`config.mk`:
```
export PLATFORM = sky130hd
export DESIGN_NAME = array_burst_reader_flat
export DESIGN_NICKNAME = d
export VERILOG_FILES = /design/src/rtl/array_burst_reader_if.sv /design/src/rtl/array_burst_reader.sv /design/src/flat_wrapper.sv
export SDC_FILE = /design/constraint.sdc
export NUM_CORES = 1
export LEC_CHECK = 0
export BUFFER_PORTS_ARGS = -buffer_cell sky130_fd_sc_hd__clkbuf_2
export CORE_MARGIN = 1
export CORE_UTILIZATION = 30
export CTS_CLUSTER_DIAMETER = 40
export CTS_CLUSTER_SIZE = 14
export DETAILED_ROUTE_END_ITERATION = 10
export PLACE_DENSITY = 0.57
export REMOVE_ABC_BUFFERS = 1
export SLEW_MARGIN = 15
export SYNTH_ARGS = -nofsm -noshare
export SYNTH_HDL_FRONTEND = slang
export SYNTH_SLANG_ARGS = --single-unit
```
`constraint.sdc`:
```
create_clock -name clk -period 2.2 [get_ports clk]
set_input_delay 0.22 -clock clk [delete_from_list [all_inputs] [get_ports clk]]
set_output_delay 0.22 -clock clk [all_outputs]
set_load 0.02 [all_outputs]
```
`src/rtl/array_burst_reader_if.sv`:
```
`default_nettype none
// ============================================================================
// Module   : array_burst_reader_if
// Brief    : Command, array read port and output stream bundle for the
//            array burst reader.
// Revision : 1.0 - initial release
// ============================================================================
interface array_burst_reader_if #(
    parameter int WIDTH = 8,
    parameter int ADDR  = 4
);
    logic              start;
    logic [ADDR-1:0]   base_addr;
    logic [ADDR:0]     length;
    logic              busy;
    logic              done;
    logic [ADDR-1:0]   mem_read_addr;
    logic [WIDTH-1:0]  mem_read_data;
    logic [WIDTH-1:0]  out_data;
    logic              out_valid;
    logic              out_ready;
    logic              out_last;

    // Reader side: drives the array address and the output stream.
    modport master (
        input  start, base_addr, length, mem_read_data, out_ready,
        output busy, done, mem_read_addr, out_data, out_valid, out_last
    );

    // Environment side: command source, memory array and stream consumer.
    modport slave (
        output start, base_addr, length, mem_read_data, out_ready,
        input  busy, done, mem_read_addr, out_data, out_valid, out_last
    );
endinterface
`default_nettype wire

```
`src/rtl/array_burst_reader.sv`:
```
`default_nettype none
// ============================================================================
// Module   : array_burst_reader
// Brief    : Streams a burst of consecutive words out of a registered-read
//            array, absorbing its one-cycle latency through a two-entry
//            output buffer with valid/ready backpressure.
// Revision : 1.0 - initial release
// ============================================================================
module array_burst_reader #(
    parameter int WIDTH = 8,
    parameter int DEPTH = 16,
    parameter int ADDR  = $clog2(DEPTH)
) (
    input  wire logic              clk,
    input  wire logic              rst,
    array_burst_reader_if.master   bus
);

    typedef enum logic [1:0] {
        S_IDLE  = 2'd0,
        S_READ  = 2'd1,
        S_DRAIN = 2'd2
    } state_t;

    state_t             r_state;
    state_t             w_state_nxt;

    logic [ADDR-1:0]    r_addr;
    logic [ADDR:0]      r_remaining;
    logic               r_inflight;
    logic               r_inflight_last;
    logic               r_done;

    logic [WIDTH-1:0]   r_buf_data [2];
    logic [1:0]         r_buf_last;
    logic               r_rd_ptr;
    logic               r_wr_ptr;
    logic [1:0]         r_count;

    logic               w_accept;
    logic               w_issue;
    logic               w_last_issue;
    logic               w_push;
    logic               w_pop;
    logic [2:0]         w_room;
    logic [ADDR-1:0]    w_addr_inc;

    assign w_accept     = (r_state == S_IDLE) && bus.start;
    assign w_push       = r_inflight;
    assign w_pop        = (r_count != 2'd0) && bus.out_ready;
    // Occupancy the buffer will need once the in-flight word lands; never
    // negative because a pop requires at least one stored word.
    assign w_room       = 3'(r_count) + 3'(r_inflight) - 3'(w_pop);
    assign w_last_issue = w_issue && (r_remaining == {{ADDR{1'b0}}, 1'b1});
    // Explicit wrap so non-power-of-two depths also roll over correctly.
    assign w_addr_inc   = (r_addr == ADDR'(DEPTH - 1)) ? '0 : r_addr + 1'b1;

    // State register.
    always_ff @(posedge clk or posedge rst) begin
        if (rst) begin
            r_state <= S_IDLE;
        end else begin
            r_state <= w_state_nxt;
        end
    end

    // Next-state and issue decision.
    always_comb begin
        w_state_nxt = r_state;
        w_issue     = 1'b0;
        case (r_state)
            S_IDLE: begin
                if (bus.start) begin
                    w_state_nxt = (bus.length == '0) ? S_DRAIN : S_READ;
                end
            end
            S_READ: begin
                if (w_room < 3'd2) begin
                    w_issue = 1'b1;
                    if (r_remaining == {{ADDR{1'b0}}, 1'b1}) begin
                        w_state_nxt = S_DRAIN;
                    end
                end
            end
            S_DRAIN: begin
                // Leave only when the last word is popped this edge (or the
                // buffer is already empty) and nothing is still arriving.
                if (!r_inflight && (r_count == {1'b0, w_pop})) begin
                    w_state_nxt = S_IDLE;
                end
            end
            default: begin
                w_state_nxt = S_IDLE;
            end
        endcase
    end

    // Address pointer and remaining-word counter.
    always_ff @(posedge clk or posedge rst) begin
        if (rst) begin
            r_addr      <= '0;
            r_remaining <= '0;
        end else if (w_accept) begin
            r_addr      <= bus.base_addr;
            r_remaining <= bus.length;
        end else if (w_issue) begin
            r_addr      <= w_addr_inc;
            r_remaining <= r_remaining - 1'b1;
        end
    end

    // In-flight tracking for the array's one-cycle read latency, and the
    // completion pulse on the DRAIN -> IDLE edge.
    always_ff @(posedge clk or posedge rst) begin
        if (rst) begin
            r_inflight      <= 1'b0;
            r_inflight_last <= 1'b0;
            r_done          <= 1'b0;
        end else begin
            r_inflight      <= w_issue;
            r_inflight_last <= w_last_issue;
            r_done          <= (r_state == S_DRAIN) && (w_state_nxt == S_IDLE);
        end
    end

    // Two-entry output FIFO; push and pop may share an edge.
    always_ff @(posedge clk or posedge rst) begin
        if (rst) begin
            r_buf_data[0] <= '0;
            r_buf_data[1] <= '0;
            r_buf_last    <= '0;
            r_rd_ptr      <= 1'b0;
            r_wr_ptr      <= 1'b0;
            r_count       <= 2'd0;
        end else begin
            if (w_push) begin
                r_buf_data[r_wr_ptr] <= bus.mem_read_data;
                r_buf_last[r_wr_ptr] <= r_inflight_last;
                r_wr_ptr             <= ~r_wr_ptr;
            end
            if (w_pop) begin
                r_rd_ptr <= ~r_rd_ptr;
            end
            case ({w_push, w_pop})
                2'b10:   r_count <= r_count + 2'd1;
                2'b01:   r_count <= r_count - 2'd1;
                default: r_count <= r_count;
            endcase
        end
    end

    a_no_overflow: assert property (@(posedge clk) disable iff (rst)
        !(w_push && !w_pop && (r_count == 2'd2)));

    assign bus.busy          = (r_state != S_IDLE);
    assign bus.done          = r_done;
    assign bus.mem_read_addr = r_addr;
    assign bus.out_data      = r_buf_data[r_rd_ptr];
    assign bus.out_valid     = (r_count != 2'd0);
    assign bus.out_last      = r_buf_last[r_rd_ptr] && (r_count != 2'd0);

endmodule
`default_nettype wire

```
`src/flat_wrapper.sv`:
```
// flat-port wrapper written by rule: the top's interface ports become plain ports
module array_burst_reader_flat 
#(
    parameter int WIDTH = 8,
    parameter int DEPTH = 16,
    parameter int ADDR  = $clog2(DEPTH)
)
  (clk, rst, bus_start, bus_base_addr, bus_length, bus_mem_read_data, bus_out_ready, bus_busy, bus_done, bus_mem_read_addr, bus_out_data, bus_out_valid, bus_out_last);
  array_burst_reader_if #(.WIDTH(WIDTH), .ADDR(ADDR)) bus_i ();
  input  wire logic clk;
  input  wire logic rst;
  input wire logic [$bits(bus_i.start)-1:0] bus_start;
  input wire logic [$bits(bus_i.base_addr)-1:0] bus_base_addr;
  input wire logic [$bits(bus_i.length)-1:0] bus_length;
  input wire logic [$bits(bus_i.mem_read_data)-1:0] bus_mem_read_data;
  input wire logic [$bits(bus_i.out_ready)-1:0] bus_out_ready;
  output wire logic [$bits(bus_i.busy)-1:0] bus_busy;
  output wire logic [$bits(bus_i.done)-1:0] bus_done;
  output wire logic [$bits(bus_i.mem_read_addr)-1:0] bus_mem_read_addr;
  output wire logic [$bits(bus_i.out_data)-1:0] bus_out_data;
  output wire logic [$bits(bus_i.out_valid)-1:0] bus_out_valid;
  output wire logic [$bits(bus_i.out_last)-1:0] bus_out_last;
  assign bus_i.start = bus_start;
  assign bus_i.base_addr = bus_base_addr;
  assign bus_i.length = bus_length;
  assign bus_i.mem_read_data = bus_mem_read_data;
  assign bus_i.out_ready = bus_out_ready;
  assign bus_busy = bus_i.busy;
  assign bus_done = bus_i.done;
  assign bus_mem_read_addr = bus_i.mem_read_addr;
  assign bus_out_data = bus_i.out_data;
  assign bus_out_valid = bus_i.out_valid;
  assign bus_out_last = bus_i.out_last;
  array_burst_reader #(.WIDTH(WIDTH), .DEPTH(DEPTH), .ADDR(ADDR)) u_core (.clk(clk), .rst(rst), .bus(bus_i));
endmodule
```
==> reports/qor.yml, run 1 <==
timing:
  period_needed_ns: 2.039
  timing.hold.ws_ns: -0.005650
  skew_ns: 0.003832
  clock.fmax_mhz: 490.4
  rsz0062_at_grt: "false"
  tightest_slew_ns: 0.4772
  slew-limit-headroom_pct: 68.18
  post-route-period-util_pct: 92.69
  hold_viol: 11
  slew_viol_final: 0
  finalSetupTns_ns: 0
  setup_viol: 0
power_and_ir_drop:
  seqPwrFrac_pct: 33.9
  p_sw_uw: 1476
  p_clk_share_pct: 16.0
  power_uw: 3631
  power_frac_comb_pct: 50.1
  p_int_uw: 2155
  power.switching_fraction_pct: 40.64
  pwr_density_cell_mw_per_mm2: 1668
  power_leakage_uw: 0.001007
  vdd_drop_max_uv: 695.1
setup_path:
  cp_max_fo: 10
  critPathCaptureType: "flop"
  cp.arrival_ns: 2.20
  crit_type: "flop to flop"
  reg2reg_from: "u_core.r_count[1]$_DFFE_PP0N_"
  start_kind: "flop"
  r2r.worst_path.cells: 9
  r2r-end: "u_core.r_remaining[4]$_DFFE_PP0P_"
  cp.required_ns: 2.36
  regToRegSetupSlack_ns: 0.16
floorplanning:
  start_util_pct: 31.36
  ios: 37
  die_y_um: 78.33
  num_rows: 27
  dieArea_mm2: 0.006136
  dieWidth_um: 78.33
  core_mm2: 0.005574
yosys:
  synth_seq_area_share_pct: 51.54
  yosysUniqueCellTypes: 34
  synth_area_mm2: 0.001748
  avgSynthCellArea_um2: 11.50
  ys_seq_elements: 36
  async_reset_ff_share_pct: 100.0
  yosys_warnings: 0
  synth_ff_type: "dfrtp_1"
  synth_cells: 152
  synth_edf_count: 0
clock_tree:
  cts.path.max_buffers: 2
  insertion_delay_ns: 0.29
  cts_tree: "built"
  cts_setup_buffers: 0
  clockRootBuffer: "clkbuf_8"
  ctsHoldBuffers: 0
  clock_sinks: 36
  cts_resized: 0
  htreeDepth: 2
  numCtsBuffers: 5
  clkTransAtPathRegs_ns: 0.08
drt:
  drcViolationCount: 0
  drt-initial-drc-count: 32
  drt_pass1_iterations: 4
  routed-via-count: 1284
  avgViaCountPerCell: 4.738
  drt-total-wl_mm: 3.512
  wl_per_cell_um: 12.96
  final_antenna_net_count: 0
layout:
  final_util_pct: 39.06
  insertedDiodeCount: 0
  postLayoutCellArea_mm2: 0.002177
  fin_nets: 223
  drive_gt1_share_pct: 41.21
  syn_to_final_growth_pct: 24.55
job:
  cap_violations: 0
status:
  status: "complete, but fails checks"
  violations: "hold timing"
placement:
  dp.final_hpwl_mm: 2.515
  io_buffers: 36
  dpl_cell_area_mm2: 0.002052
  gp_congestion: 0.7237
hold_path:
  hold_class: "primary input to async pin"
global_routing:
  grt.total_usage_pct: 12.58
  grt_max_degree: 37
  grt_pass1_wl_mm: 5.747
  antenna_found_initial: 0
  grt_pass1_vias: 1184
  gr-total-overflow: 0
layout by cell type, fill, tap and decap left out, types with 2 or more instances in the layout:
master	count
clkbuf_2	36
dfrtp_1	36
mux2_2	26
nand2_1	20
nor2_1	10
buf_4	7
o21ai_0	6
inv_1	5
xor2_1	5
clkbuf_8	5
o211ai_1	4
nand4_1	3
a21oi_1	3
nand3_1	3
ha_1	3
o311ai_1	2
xnor2_1	2
nand2b_1	2
a31oi_1	2
Yosys cell counts, drive strengths merged (2+ instances only):
master / number / area [µm²]
a31oi: 2 / 12.51
o21ai: 7 / 35.03
inv: 6 / 25.03
nand2b: 2 / 12.51
nand3: 4 / 32.53
mux2: 26 / 292.8
nand2: 20 / 75.07
dfrtp: 36 / 900.9
buf: 3 / 15.01
xor2: 5 / 43.79
o211ai: 4 / 30.03
ha: 3 / 37.54
xnor2: 3 / 33.79
o311ai: 2 / 17.52
a21oi: 3 / 15.01
nor2: 10 / 37.54
nand4: 3 / 18.77
state kept, by name (all words and copies together) (netlist names):
register,count
u_core.bus.done,1
u_core.bus.mem_read_addr,4
u_core.r_buf_data,16
u_core.r_buf_last,2
u_core.r_count,2
u_core.r_inflight,1
u_core.r_inflight_last,1
u_core.r_rd_ptr,1
u_core.r_remaining,5
u_core.r_state,2
u_core.r_wr_ptr,1
worst max path at each step:
| stage | slack (ns) | start | cells past startpoint | endpoint |
|---|---|---|---|---|
| after floorplan | -0.004 | u_core.r_count[1]$_DFFE_PP0N_ | 9 | u_core.r_remaining[4]$_DFFE_PP0P_ |
| after global placement | 0.13 | u_core.r_count[1]$_DFFE_PP0N_ | 9 | u_core.r_remaining[4]$_DFFE_PP0P_ |
| after detailed placement | 0.06 | u_core.r_count[1]$_DFFE_PP0N_ | 9 | u_core.r_remaining[4]$_DFFE_PP0P_ |
| after CTS | 0.05 | u_core.r_count[1]$_DFFE_PP0N_ | 9 | u_core.r_remaining[4]$_DFFE_PP0P_ |
| after global routing | 0.004 | u_core.r_count[1]$_DFFE_PP0N_ | 9 | u_core.r_remaining[4]$_DFFE_PP0P_ |
| final | 0.16 | u_core.r_count[1]$_DFFE_PP0N_ | 9 | u_core.r_remaining[4]$_DFFE_PP0P_ |
cell families after synthesis:
| group | count (synthesis) | synth area share, % |
|---|---|---|
| muxes | 27 | 17.32 |
| adders and majority gates | 4 | 3.293 |
| DFF | 36 | 51.54 |
| xor gates and xnor gates | 8 | 4.438 |
| and+or+nand+nor | 46 | 13.17 |
| buffers and inverters | 10 | 2.505 |
| AOI/OAI and AO/OA | 21 | 7.731 |
power by group through the flow:
stage / clock (µW) / combinational, µW / sequential [µW]
final: 582 / 1820 / 1230
after global routing: 638 / 1990 / 1270
after CTS: 600 / 1790 / 1230
after detailed placement: 0 / 1780 / 1240
after global placement: 0 / 1750 / 1240
after floorplan: 0 / 1260 / 1240
per-stage QoR:
step | cells | worst slack, ns
5_1_grt | 271 | 0.004377
3_5_place_dp | 263 | 0.05659
4_1_cts | 271 | 0.04616
6_report | 271 | 0.1607
3_3_place_gp | 263 | 0.1345
2_1_floorplan | 148 | -0.003963
metal layers:
layer / track usage [%] / vias up / wire, µm
met3: 3.837 / 8 / 144
met4: 7.222 / 0 / 79
met1: 16.07 / 609 / 1690
li1: - / 629 / -
met2: 18.77 / 38 / 1597
met5: 0 / - / 0
worst max-delay path: stages, from the launching register on:
cell	delay (ns)
dfrtp_1	0.38
nor2_1	0.14
inv_1	0.07
nand2_1	0.10
nor2_1	0.06
fa_2	0.41
xnor2_4	0.26
nand3_4	0.17
o211ai_1	0.20
o311ai_1	0.11
cell type report:
type,count,area (µm²)
clock buffer,5,68.82
clock inverter,3,42.54
fill,544,3397
inverter,6,25.02
multi-input combinational,106,817.0
sequential,36,900.9
tap,72,90.09
timing repair buffer,43,232.7
(Power assumes the default switching activity.)
==> inputs of run 2 (changes only) <==
- REMOVE_ABC_BUFFERS: 1 -> unset
==> run 2 against run 1 <==
Compared with the run above: the run now ends clean; combinational power about the same; maximum frequency up 1.6%; final area is the same; non-clock buffer count stayed put; first-iteration DRC count increased by 140%; global-route usage shrank 0.52 points; sequential share of layout area unchanged; worst hold slack improved by 0.016 ns; clock power about the same; die area is the same; sequential power is essentially flat; critical path depth grew 1; critical path type unchanged; critical endpoint is now u_core.r_remaining[2]$_DFFE_PP0P_; highest routed layer unchanged.
==> reports/qor.yml, run 2 (synthesis results as in run 1) <==
setup_path:
  critPathCaptureType: "flop"
  regToRegSetupSlack_ns: 0.19  # +0.03 ns
  cp_max_fo: 4  # -6
  setup.worst_path.end: "u_core.r_remaining[2]$_DFFE_PP0P_"
  start_kind: "flop"
  crit_type: "flop to flop"
  cp.arrival_ns: 2.22  # +0.02 ns
  r2r-end: "u_core.r_remaining[2]$_DFFE_PP0P_"
  crit_top_cell: "nor2_1"
  critPathBufInv: 2  # +1
  cp_slowest_stage_delay_ns: 0.39  # -0.02 ns
  crit_start: "u_core.r_count[1]$_DFFE_PP0N_"
  cp.required_ns: 2.41  # +0.05 ns
  critPathTopFamily: "XOR/XNOR gates"
  worstSetupPathDepth: 10  # +1
  cp_cell_sequence: "nor2_1 > inv_1 > nand2_1 > nor2_1 > fa_2 > xnor2_4 > buf_4 > nand4_1 > xor2_1 > o21ai_0"
  slowest_stage: "fa_2"
  r2r.worst_path.cells: 10  # +1
  reg2reg_from: "u_core.r_count[1]$_DFFE_PP0N_"
timing:
  finalSetupTns_ns: 0  # unchanged
  layout_setup_ws_ns: 0.1922  # +0.03151 ns
  hold_viol: 0  # -11
  setup_viol: 0  # unchanged
  rsz0062_at_grt: "false"
  timing.hold.ws_ns: 0.009923  # +0.01557 ns
  slew_viol_final: 0  # unchanged
  period_needed_ns: 2.008  # -0.03151 ns
  tightest_slew_ns: 0.4794  # +0.002106 ns
  post-route-period-util_pct: 91.26  # -1.4 points
  clock.fmax_mhz: 498.1  # +1.6%
  skew_ns: 0.001542  # -0.002289 ns
  slew-limit-headroom_pct: 68.04  # -0.14 points
drt:
  drt_pass1_iterations: 4  # unchanged
  routed-via-count: 1285  # +0.078%
  drcViolationCount: 0  # unchanged
  drt-total-wl_mm: 3.378  # -3.8%
  wl_per_cell_um: 12.46  # -3.8%
  final_antenna_net_count: 0  # unchanged
  avgViaCountPerCell: 4.742  # about the same
  drt-initial-drc-count: 76  # +140%
status:
  status: "complete, no violations"
clock_tree:
  cts.path.max_buffers: 2  # unchanged
  numCtsBuffers: 5  # unchanged
  clockRootBuffer: "clkbuf_8"
  clkTransAtPathRegs_ns: 0.08  # about the same
  htreeDepth: 2  # unchanged
  insertion_delay_ns: 0.29  # about the same
  clock_sinks: 36  # unchanged
  cts_tree: "built"
floorplanning:
  dieArea_mm2: 0.006136  # unchanged
  die_y_um: 78.33  # unchanged
  num_rows: 27  # unchanged
  core_mm2: 0.005574  # unchanged
  start_util_pct: 31.36  # unchanged
  dieWidth_um: 78.33  # unchanged
  ios: 37  # unchanged
global_routing:
  gr-total-overflow: 0  # unchanged
  grt_max_degree: 37  # unchanged
  grt.total_usage_pct: 12.07  # -0.52 points
  antenna_found_initial: 0  # unchanged
  grt_pass1_vias: 1249  # +5.5%
  grt_pass1_wl_mm: 5.740  # -0.12%
placement:
  pre_cts_slack_ns: 0.06427  # +0.007685 ns
  gp_congestion: 0.7576  # +4.7%
  io_buffers: 36  # unchanged
  dp.final_hpwl_mm: 2.386  # -5.1%
  dpl_cell_area_mm2: 0.002044  # -0.37%
power_and_ir_drop:
  power_leakage_uw: 0.001006  # about the same
  pwr_density_cell_mw_per_mm2: 1666  # about the same
  vdd_drop_max_uv: 826.1  # +19%
layout:
  postLayoutCellArea_mm2: 0.002177  # unchanged
  largest_register_ffs: 16  # unchanged
  syn_to_final_growth_pct: 24.55  # unchanged
  regArea_um2: 900.9  # unchanged
  fin_nets: 223  # unchanged
  layout_common_cells: "clkbuf_2 (36), dfrtp_1 (36), mux2_2 (26)"
  regMostFlops: "u_core.r_buf_data"
  multi_input_area_um2: 817.0  # unchanged
  drive_gt1_share_pct: 41.21  # unchanged
  fillers: 563  # +3.5%
  insertedDiodeCount: 0  # unchanged
job:
  cap_violations: 0  # unchanged
hold_path:
  hold_class: "primary input to async pin"
yosys:
  synth_fp_nets: 177
==> run 2: cell counts in the layout (fill, tap and decap cells not counted) <==
Identical to the previous run, type by type.
==> run 2: tightest hold or removal path, delay by kind of cell <==
kind     cells  cell delay [ns]
buf+inv      3             0.52
==> run 2: stage by stage <==
| step | power (µW) | util, % | instances |
|---|---|---|---|
| floorplan | 2527 | - | 152 |
| global placement | 2972 | 36.68 | 262 |
| detailed placement | 2997 | 36.68 | 262 |
| CTS | 3600 | 38.68 | 270 |
| global route | 3913 | 39.06 | 271 |
| finish | 3628 | 39.06 | 271 |
==> run 2: worst min path at each step <==
stage	from	endpoint	slack, ns	depth (start not counted)
detailed placement	rst	u_core.r_buf_data[14]$_DFFE_PP0P_	0.34	3
finish	rst	u_core.r_buf_data[14]$_DFFE_PP0P_	0.01	3
global placement	rst	u_core.r_buf_data[14]$_DFFE_PP0P_	0.34	3
floorplan	bus_out_ready	u_core.r_count[1]$_DFFE_PP0N_	0.31	1
CTS	rst	u_core.r_buf_data[14]$_DFFE_PP0P_	0.03	3
global route	rst	u_core.r_buf_data[14]$_DFFE_PP0P_	0.05	3
==> run 2: report_power, final <==
part | total (µW) | leakage (µW) | internal (µW) | switching [µW]
combinational | 1820 | 0.000513 | 853 | 969
clock | 582 | 0.0000541 | 335 | 247
sequential | 1220 | 0.000438 | 980 | 243
==> run 2: what timing repair did <==
action / 4_1_cts / 5_1_grt
endpoints found under the setup margin: 0 / 8
setup buffers: 0 / 1
hold buffers: 0 / 0
endpoints found under the hold margin: 0 / 0
resized for setup: 0 / 2
==> run 2: routing by layer <==
| metal | track usage, % | share of wire [%] | vias to the layer above |
|---|---|---|---|
| li1 | - | - | 624 |
| met1 | 15.06 | 47 | 624 |
| met2 | 19.91 | 47 | 32 |
| met3 | 3.605 | 5.1 | 5 |
| met4 | 3.889 | 1.0 | 0 |
| met5 | 0 | 0 | - |
==> run 2: cell type report <==
cell class | count | area share, %
Clock buffer | 5 | 3.161
Clock inverter | 3 | 1.954
Inverter | 6 | 1.149
Multi-Input combinational cell | 106 | 37.53
Sequential cell | 36 | 41.38
Tap cell | 72 | 4.138
Timing Repair Buffer | 43 | 10.69
